### config.mk
export PLATFORM = sky130hd
export DESIGN_NAME = ir_select_encode_flat
export DESIGN_NICKNAME = d
export VERILOG_FILES = /design/src/rtl/mini_src_pkg.sv /design/src/rtl/ir_select_encode_if.sv /design/src/rtl/onehot_dec4to16.sv /design/src/rtl/ir_select_encode.sv /design/src/flat_wrapper.sv
export SDC_FILE = /design/constraint.sdc
export NUM_CORES = 1
export LEC_CHECK = 0
export CORE_MARGIN = 2
export CORE_UTILIZATION = 35
export CTS_CLUSTER_DIAMETER = 50
export DETAILED_ROUTE_END_ITERATION = 10
export PLACE_DENSITY = 0.87
export SLEW_MARGIN = 40
export SYNTH_ARGS = -nofsm -noshare
export SYNTH_HDL_FRONTEND = slang
export SYNTH_SLANG_ARGS = --single-unit
### constraint.sdc
create_clock -name clk -period 4.3 [get_ports clk]
set_input_delay 1.075 -clock clk [delete_from_list [all_inputs] [get_ports clk]]
set_output_delay 1.075 -clock clk [all_outputs]
set_load 0.01 [all_outputs]
### src/rtl/mini_src_pkg.sv
// Shared definitions for the instruction-register / select-encode slice:
// IR field positions, register-file width and a constant sign-extend helper.
package mini_src_pkg;

  localparam int unsigned IR_W    = 32;
  localparam int unsigned OP_MSB  = 31;
  localparam int unsigned OP_LSB  = 27;
  localparam int unsigned OP_W    = OP_MSB - OP_LSB + 1;
  localparam int unsigned RA_LSB  = 23;
  localparam int unsigned RB_LSB  = 19;
  localparam int unsigned RC_LSB  = 15;
  localparam int unsigned C_MSB   = 18;
  localparam int unsigned FIELD_W = 4;
  localparam int unsigned NUM_GR  = 16;

  typedef logic [FIELD_W-1:0] gr_idx_t;
  typedef logic [NUM_GR-1:0]  gr_vec_t;

  // Sign-extend the 19-bit C constant to the full bus width.
  function automatic logic [IR_W-1:0] sext_c(input logic [IR_W-1:0] ir);
    return {{(IR_W-C_MSB-1){ir[C_MSB]}}, ir[C_MSB:0]};
  endfunction

endpackage

### src/rtl/ir_select_encode_if.sv
// Control/bus bundle between the control unit, the bus and ir_select_encode.
// master: the driving side (control + bus); slave: ir_select_encode.
interface ir_select_encode_if
  import mini_src_pkg::*;
#(
  parameter int unsigned ERR_CW = 8
);
  logic [IR_W-1:0]   BusMuxOut;
  logic              IRin;
  logic              Gra;
  logic              Grb;
  logic              Grc;
  logic              Rin;
  logic              Rout;
  logic              BAout;
  logic [NUM_GR-1:0] GRin;
  logic [NUM_GR-1:0] GRoutA;
  logic              BAout_q;
  logic [IR_W-1:0]   C_sext;
  logic [OP_W-1:0]   opcode;
  logic [IR_W-1:0]   ir_q;
  logic              sel_err;
  logic [ERR_CW-1:0] err_cnt;

  modport master (
    output BusMuxOut, IRin, Gra, Grb, Grc, Rin, Rout, BAout,
    input  GRin, GRoutA, BAout_q, C_sext, opcode, ir_q, sel_err, err_cnt
  );

  modport slave (
    input  BusMuxOut, IRin, Gra, Grb, Grc, Rin, Rout, BAout,
    output GRin, GRoutA, BAout_q, C_sext, opcode, ir_q, sel_err, err_cnt
  );
endinterface

### src/rtl/onehot_dec4to16.sv
// 4-to-16 one-hot decoder with enable; all-zero output when disabled.
module onehot_dec4to16
  import mini_src_pkg::*;
(
  input  gr_idx_t sel,
  input  logic    en,
  output gr_vec_t onehot
);

  // Single set bit at position sel while enabled.
  always_comb begin
    onehot = '0;
    if (en) onehot[sel] = 1'b1;
  end

endmodule

### src/rtl/ir_select_encode.sv
// Instruction register plus Ra/Rb/Rc field select and one-hot register-file
// strobe generation. Optional select-conflict monitor built when the
// SEL_CHECK_EN macro is defined; otherwise sel_err/err_cnt are tied low.
module ir_select_encode
  import mini_src_pkg::*;
#(
  parameter logic [IR_W-1:0] IR_RST = 32'h0,
  parameter int unsigned     ERR_CW = 8
) (
  input  logic              clk,
  input  logic              reg_clear_n,
  ir_select_encode_if.slave bus
);

  logic [IR_W-1:0] ir;
  gr_idx_t         sel;
  logic            rd_en;
  logic            conflict;

  // IR register: reset wins over a load.
  always_ff @(posedge clk) begin
    if (!reg_clear_n)  ir <= IR_RST;
    else if (bus.IRin) ir <= bus.BusMuxOut;
  end

  // Field select from the registered IR (a same-cycle load is not seen).
  always_comb begin
    sel = '0;
    if (bus.Gra) sel = sel | ir[RA_LSB +: FIELD_W];
    if (bus.Grb) sel = sel | ir[RB_LSB +: FIELD_W];
    if (bus.Grc) sel = sel | ir[RC_LSB +: FIELD_W];
  end

  // Read side is enabled by either read strobe form.
  always_comb begin
    rd_en    = bus.Rout | bus.BAout;
    conflict = ((bus.Gra & bus.Grb) | (bus.Gra & bus.Grc) | (bus.Grb & bus.Grc))
             & (bus.Rin | rd_en);
  end

  onehot_dec4to16 u_dec_in (
    .sel    (sel),
    .en     (bus.Rin),
    .onehot (bus.GRin)
  );

  onehot_dec4to16 u_dec_out (
    .sel    (sel),
    .en     (rd_en),
    .onehot (bus.GRoutA)
  );

  // IR-derived outputs and base-address qualifier pass-through.
  always_comb begin
    bus.ir_q    = ir;
    bus.opcode  = ir[OP_MSB:OP_LSB];
    bus.C_sext  = sext_c(ir);
    bus.BAout_q = bus.BAout;
  end

`ifdef SEL_CHECK_EN
  logic              sel_err_r;
  logic [ERR_CW-1:0] err_cnt_r;

  // Sticky conflict flag and saturating conflict-cycle counter.
  always_ff @(posedge clk) begin
    if (!reg_clear_n) begin
      sel_err_r <= 1'b0;
      err_cnt_r <= '0;
    end else if (conflict) begin
      sel_err_r <= 1'b1;
      if (err_cnt_r != '1) err_cnt_r <= err_cnt_r + 1'b1;
    end
  end

  // Drive the monitor state onto the bundle.
  always_comb begin
    bus.sel_err = sel_err_r;
    bus.err_cnt = err_cnt_r;
  end
`else
  logic unused_conflict;

  // Monitor absent: outputs tied low.
  always_comb begin
    unused_conflict = conflict;
    bus.sel_err     = 1'b0;
    bus.err_cnt     = '0;
  end
`endif

endmodule

### src/flat_wrapper.sv
// flat-port wrapper written by rule: the top's interface ports become plain ports
module ir_select_encode_flat import mini_src_pkg::*;
#(
  parameter logic [IR_W-1:0] IR_RST = 32'h0,
  parameter int unsigned     ERR_CW = 8
)
  (clk, reg_clear_n, bus_BusMuxOut, bus_IRin, bus_Gra, bus_Grb, bus_Grc, bus_Rin, bus_Rout, bus_BAout, bus_GRin, bus_GRoutA, bus_BAout_q, bus_C_sext, bus_opcode, bus_ir_q, bus_sel_err, bus_err_cnt);
  ir_select_encode_if #(.ERR_CW(ERR_CW)) bus_i ();
  input  logic clk;
  input  logic reg_clear_n;
  input wire logic [$bits(bus_i.BusMuxOut)-1:0] bus_BusMuxOut;
  input wire logic [$bits(bus_i.IRin)-1:0] bus_IRin;
  input wire logic [$bits(bus_i.Gra)-1:0] bus_Gra;
  input wire logic [$bits(bus_i.Grb)-1:0] bus_Grb;
  input wire logic [$bits(bus_i.Grc)-1:0] bus_Grc;
  input wire logic [$bits(bus_i.Rin)-1:0] bus_Rin;
  input wire logic [$bits(bus_i.Rout)-1:0] bus_Rout;
  input wire logic [$bits(bus_i.BAout)-1:0] bus_BAout;
  output wire logic [$bits(bus_i.GRin)-1:0] bus_GRin;
  output wire logic [$bits(bus_i.GRoutA)-1:0] bus_GRoutA;
  output wire logic [$bits(bus_i.BAout_q)-1:0] bus_BAout_q;
  output wire logic [$bits(bus_i.C_sext)-1:0] bus_C_sext;
  output wire logic [$bits(bus_i.opcode)-1:0] bus_opcode;
  output wire logic [$bits(bus_i.ir_q)-1:0] bus_ir_q;
  output wire logic [$bits(bus_i.sel_err)-1:0] bus_sel_err;
  output wire logic [$bits(bus_i.err_cnt)-1:0] bus_err_cnt;
  assign bus_i.BusMuxOut = bus_BusMuxOut;
  assign bus_i.IRin = bus_IRin;
  assign bus_i.Gra = bus_Gra;
  assign bus_i.Grb = bus_Grb;
  assign bus_i.Grc = bus_Grc;
  assign bus_i.Rin = bus_Rin;
  assign bus_i.Rout = bus_Rout;
  assign bus_i.BAout = bus_BAout;
  assign bus_GRin = bus_i.GRin;
  assign bus_GRoutA = bus_i.GRoutA;
  assign bus_BAout_q = bus_i.BAout_q;
  assign bus_C_sext = bus_i.C_sext;
  assign bus_opcode = bus_i.opcode;
  assign bus_ir_q = bus_i.ir_q;
  assign bus_sel_err = bus_i.sel_err;
  assign bus_err_cnt = bus_i.err_cnt;
  ir_select_encode #(.IR_RST(IR_RST), .ERR_CW(ERR_CW)) u_core (.clk(clk), .reg_clear_n(reg_clear_n), .bus(bus_i));
endmodule
-- Yosys cells after proc, flatten, opt, wreduce, memory -nomap -nowiden
Index checks and enable logic that the tools add are counted.
- bitwise logic cells: 3
- magnitude comparators: 2
- mux-type cells: 7
- reductions and logical operators: 1
- operators with widths (kind ; number):
    two-way mux 16 bit ; 2
    two-way mux 4 bit ; 3
    bitwise OR 4 bit ; 2
    less-than comparator 4 x 5 -> 1 bit (second input constant) ; 1
    demux 1 bit (select 4 bit) ; 1
    >= comparator 4 x 1 -> 1 bit (second input constant) ; 1
    logical AND 1 bit ; 1
    two-way mux 1 bit ; 1
    bitwise OR 1 bit ; 1
- logic and storage cells: 14
- output and inout bits: 111
- register bits after elaboration: 32

-- Depth between registers and ports, before layout
- depth after elaboration: 10
- depth in mapped cells: 4
- mapped depth without buffers: 3

-- By module
From an unflattened synthesis, not the netlist that was laid out.
- cells, all modules: 206
- area, all modules: 1896.8 um2
- by module, submodules not included (module ; area an instance (um2) ; cells each ; instances ; sequential area each (um2)):
    ir_select_encode ; 1661.6 ; 160 ; 1 ; 640.6
    onehot_dec4to16 ; 117.6 ; 23 ; 2 ; 0.0

-- Worst setup path after synthesis
No wires, ideal clock.
- path type: input-to-output
- start: in bus_Grc
- end: out bus_GRin[5]
- cell stages on the path: 3
- arrival: 2305 ps
- required time: 3225 ps
- setup slack: 920 ps
- cells stage by stage: a222oi_1 > or3b_1 > nor2_1
- cells in the longest elaborated chain, start to end: 6
- RTL lines (item ; line ; RTL):
    from (decl) ; flat_wrapper.sv:15 ; input wire logic [$bits(bus_i.Grc)-1:0] bus_Grc;
    two-way mux 4 bit * ; ir_select_encode.sv:31 ; if (bus.Grc) sel = sel | ir[RC_LSB +: FIELD_W];
    less-than comparator 4 x 5 -> 1 bit (not written as such) or >= comparator 4 x 1 -> 1 bit (tied branches) ; onehot_dec4to16.sv:13 ; if (en) onehot[sel] = 1'b1;
    logical AND 1 bit (not written as such) ; onehot_dec4to16.sv:13 ;
    two-way mux 1 bit (not written as such) ; onehot_dec4to16.sv:13 ;
    demux 1 bit (select 4 bit) * ; onehot_dec4to16.sv:13 ;
    two-way mux 16 bit * ; onehot_dec4to16.sv:13 ;
    to (decl) ; flat_wrapper.sv:19 ; output wire logic [$bits(bus_i.GRin)-1:0] bus_GRin;
Mark *: on every way between the ends. The rest lies on a longest branch, timed or not.

-- Worst setup path in the final report
- start: in bus_Grc
- end: out bus_GRin[13]
Same word-level chain as after synthesis.

==> Flow_metrics.wiki <==
{| class="wikitable"
! Metric !! Value
|-
| Peak VDD IR || roughly 230 uV
|-
| Largest cells by area after synthesis || sky130_fd_sc_hd__dfxtp_1, sky130_fd_sc_hd__buf_4, sky130_fd_sc_hd__mux2i_1
|-
| Setup TNS || 0 ns
|-
| Horizontal extent of the die || roughly 76 um
|-
| Diodes inserted || 0
|-
| Buffer depth of the longest clock path || 2
|-
| Final period util || 0.9679
|-
| Area fraction in compound gates after synthesis || 0.02927
|-
| Num ports || around 150
|-
| Kind of launch point of the worst setup path || input pin
|-
| Critical Path End Type || output port
|-
| Simple-gate area share of the yosys netlist || 0.2181
|-
| CTS hold repair buffers || 0
|-
| Post-Route Utilization || 0.6144
|-
| Post-Synth Adder-Cell Area || 0
|-
| Number of distinct library cells after synthesis || 17
|-
| Flip-flop and latch count after synthesis || 32
|-
| Slew Limit Headroom || 0.6215
|-
| Area overhead of the layout relative to synthesis || 72.54%
|-
| Count of warnings emitted by yosys || 0
|-
| Total grt overflow || 0
|-
| DRC violation count after routing || 0
|-
| Final worst path period need || about 4.2 ns
|-
| Last weighted congestion value of the routability-driven placer || 0.6894
|-
| Initial antenna violation count || 0
|-
| Hold Crit Class || flop to flop
|-
| Clock sink total || 32
|-
| TritonCTS clock tree || done
|-
| H-Tree Level Count || 2
|-
| Number of search-and-repair iterations in the first detailed-routing pass || 4
|-
| Post-synthesis cell area || ~1800 um^2
|-
| CP Max Fanout || 7
|-
| Total via count in the routed design || roughly 1.6k
|-
| Number of rows in the core area || 26
|-
| Number of buffers added by the clock tree synthesis step || 5
|-
| Residual antenna-violating net count after detailed routing || 0
|-
| Mux contribution to synthesized area || 0.1784
|-
| Initial Utilization || 0.3561
|-
| Count of port buffers added during placement || 142
|-
| Average cell area after synthesis || 8.977 um^2
|-
| Detail Placement HPWL || 3.928 mm
|-
| Power per Cell Area || 273.2 nW/um^2
|-
| CTS clock-pin slew for the worst setup and hold paths || approximately 0.060 ns
|-
| Iter 0 DRT Violations || 20
|-
| Cell taking the most area after synthesis || sky130_fd_sc_hd__dfxtp_1
|-
| NumNets Final || between 300 and 400
|-
| Insertion delay of the later-clocked pin in the worst-skew pair || 0.27 ns
|-
| Clock Tree Root || sky130_fd_sc_hd__clkbuf_8
|-
| Max FFs per register || 32
|-
| Overall die height || ~76 um
|-
| Share of post-route cells with drive strength above 1 || 0.05195
|-
| Data arrival time of the critical path || 3.09 ns
|-
| Data required time at the worst endpoint || 3.22 ns
|-
| Area of the placeable core || 5042 um^2
|-
| Final setup violating endpoints || 0
|-
| Slew @ Worst Pin || 0.5640 ns
|-
| Total global-route track usage || 0.1658
|-
| Final count of pins violating max slew || 0
|-
| XOR/XNOR share of the synthesized area || 0
|-
| Portion of the post-synthesis area used by sequential elements || 0.3568
|-
| Leakage power || 1.288 nW
|-
| Fillers || 429
|-
| Largest net degree at the start of global routing || 33
|-
| Post-Syn Instances || 200
|-
| Wirelength per Cell || 12.98 um
|-
| Vias per std cell || 4.323
|-
| Setup repair after global routing missed its margin || no
|-
| Result of the run || completed
|-
| Synth top area share || 0.3568
|-
| Max-cap violations || 0
|-
| Post-Route WL || approximately 5 mm
|-
| Critical Setup Path Class || input pin to output port
|-
| Global-route wire length before repair || 7.038 mm
|-
| Area of the die || 5719 um^2
|-
| Final hold violation count || 0
|-
| Skew final || 0 ns
|-
| Combinational family with the most area after synthesis || simple AND/OR/NAND/NOR gates
|-
| Max frequency || 240.3 MHz
|-
| Via count of the first global-routing pass || approximately 1.5k
|}
-- Yosys cell counts --
| cell | n |
|---|---|
| sky130_fd_sc_hd__nand3_1 | 1 |
| sky130_fd_sc_hd__conb_1 | 1 |
| sky130_fd_sc_hd__buf_4 | 47 |
| sky130_fd_sc_hd__nor2_1 | 32 |
| sky130_fd_sc_hd__mux2i_1 | 32 |
| sky130_fd_sc_hd__buf_2 | 3 |
| sky130_fd_sc_hd__o21ai_1 | 1 |
| sky130_fd_sc_hd__a222oi_1 | 4 |
| sky130_fd_sc_hd__nor2b_1 | 32 |
| sky130_fd_sc_hd__nand2_1 | 1 |
| sky130_fd_sc_hd__or3b_1 | 3 |
| sky130_fd_sc_hd__nand2b_1 | 1 |
| sky130_fd_sc_hd__nand3b_1 | 3 |
| sky130_fd_sc_hd__or3_2 | 1 |
| sky130_fd_sc_hd__clkbuf_1 | 5 |
| sky130_fd_sc_hd__dfxtp_1 | 32 |
| sky130_fd_sc_hd__o21bai_1 | 1 |
-- cells in the final DEF (no fill, tap or decap) --
| cell type | netlist | layout |
|---|---|---|
| sky130_fd_sc_hd__nand3_1 | 1 | 1 |
| sky130_fd_sc_hd__a222oi_1 | 4 | 4 |
| sky130_fd_sc_hd__or3_2 | 1 | 1 |
| sky130_fd_sc_hd__buf_2 | 3 | 1 |
| sky130_fd_sc_hd__or3b_4 | 0 | 1 |
| sky130_fd_sc_hd__clkinv_2 | 0 | 1 |
| sky130_fd_sc_hd__clkbuf_1 | 5 | 1 |
| sky130_fd_sc_hd__o21bai_1 | 1 | 1 |
| sky130_fd_sc_hd__dlymetal6s2s_1 | 0 | 4 |
| sky130_fd_sc_hd__clkdlybuf4s50_1 | 0 | 136 |
| sky130_fd_sc_hd__conb_1 | 1 | 9 |
| sky130_fd_sc_hd__nor2b_1 | 32 | 32 |
| sky130_fd_sc_hd__or3b_1 | 3 | 2 |
| sky130_fd_sc_hd__nand2_1 | 1 | 1 |
| sky130_fd_sc_hd__nand2b_1 | 1 | 1 |
| sky130_fd_sc_hd__dfxtp_1 | 32 | 32 |
| sky130_fd_sc_hd__nand3b_1 | 3 | 3 |
| sky130_fd_sc_hd__buf_4 | 47 | 6 |
| sky130_fd_sc_hd__o21ai_1 | 1 | 1 |
| sky130_fd_sc_hd__mux2i_1 | 32 | 32 |
| sky130_fd_sc_hd__nor2_1 | 32 | 32 |
| sky130_fd_sc_hd__clkbuf_8 | 0 | 5 |
| sky130_fd_sc_hd__bufinv_16 | 0 | 1 |
-- through the flow --
| step | hold WS (ns) | worst slack, ns | power, mW | std cells | instance area, um^2 |
|---|---|---|---|---|---|
| after detailed placement | 0.5347 | 0.03980 | 0.5754 | 369 | 2970 |
| after CTS | 0.5440 | 0.02691 | 0.8602 | 377 | 3078 |
| after global routing | 0.5684 | 0.03045 | 0.8862 | 378 | 3098 |
| after global placement | 0.5230 | 0.09113 | 0.5720 | 369 | 2973 |
| after floorplan | 0.5492 | 0.9199 | 0.4589 | 208 | 1826 |
| final | 0.5385 | 0.1379 | 0.8465 | 378 | 3098 |
-- power by group --
group          total (mW)  internal [mW]  switching, mW
Sequential          0.332          0.314         0.0177
Combinational       0.236          0.143         0.0929
Clock               0.278          0.172          0.106
-- per-layer routing --
metal	wire, um	up-vias	part of all wire	global-route usage
met3	493	2	0.10	0.05820
met4	23	0	0.0047	0.05263
met5	0	-	0	0
met1	1860	722	0.38	0.1787
met2	2528	98	0.52	0.3024
li1	-	812	-	-
-- final cells by class --
type                       count  area, um^2  area share
multi-input combinational    121       800.8      0.2585
timing repair buffer         147        1461      0.4717
sequential                    32       640.6      0.2068
clock buffer                   6       72.57     0.02342
clock inverter                 2       35.03     0.01131
tap                           70       87.58     0.02827
-- repair_timing --
action | in CTS | in global routing
gates resized for setup | 0 | 5
endpoints found under the setup margin | 0 | 7
setup buffers | 0 | 1
-- worst max-delay path: stages --
cell and delay (ns):
sky130_fd_sc_hd__clkdlybuf4s50_1 0.52, sky130_fd_sc_hd__a222oi_1 0.13, sky130_fd_sc_hd__buf_4 0.20, sky130_fd_sc_hd__or3_2 0.49
sky130_fd_sc_hd__nor2_1 0.12, sky130_fd_sc_hd__clkdlybuf4s50_1 0.56
-- cell families after synthesis --
logic type / after synthesis
other: 1
buffers and inverters: 55
muxes: 32
and+or+nand+nor: 74
DFF: 32
AOI/OAI and AO/OA: 6
-- path summary, 6_finish.rpt --
check                      start                   to  slack (ns)  depth (start not counted)
max                      bus_Grc         bus_GRin[13]        0.14                          6
min           u_core.bus.ir_q[2]   u_core.bus.ir_q[2]        0.54                          2
max reg2reg  u_core.bus.ir_q[18]  u_core.bus.ir_q[18]        3.38                          2
min reg2reg   u_core.bus.ir_q[2]   u_core.bus.ir_q[2]        0.54                          2
(Power assumes the default switching activity.)
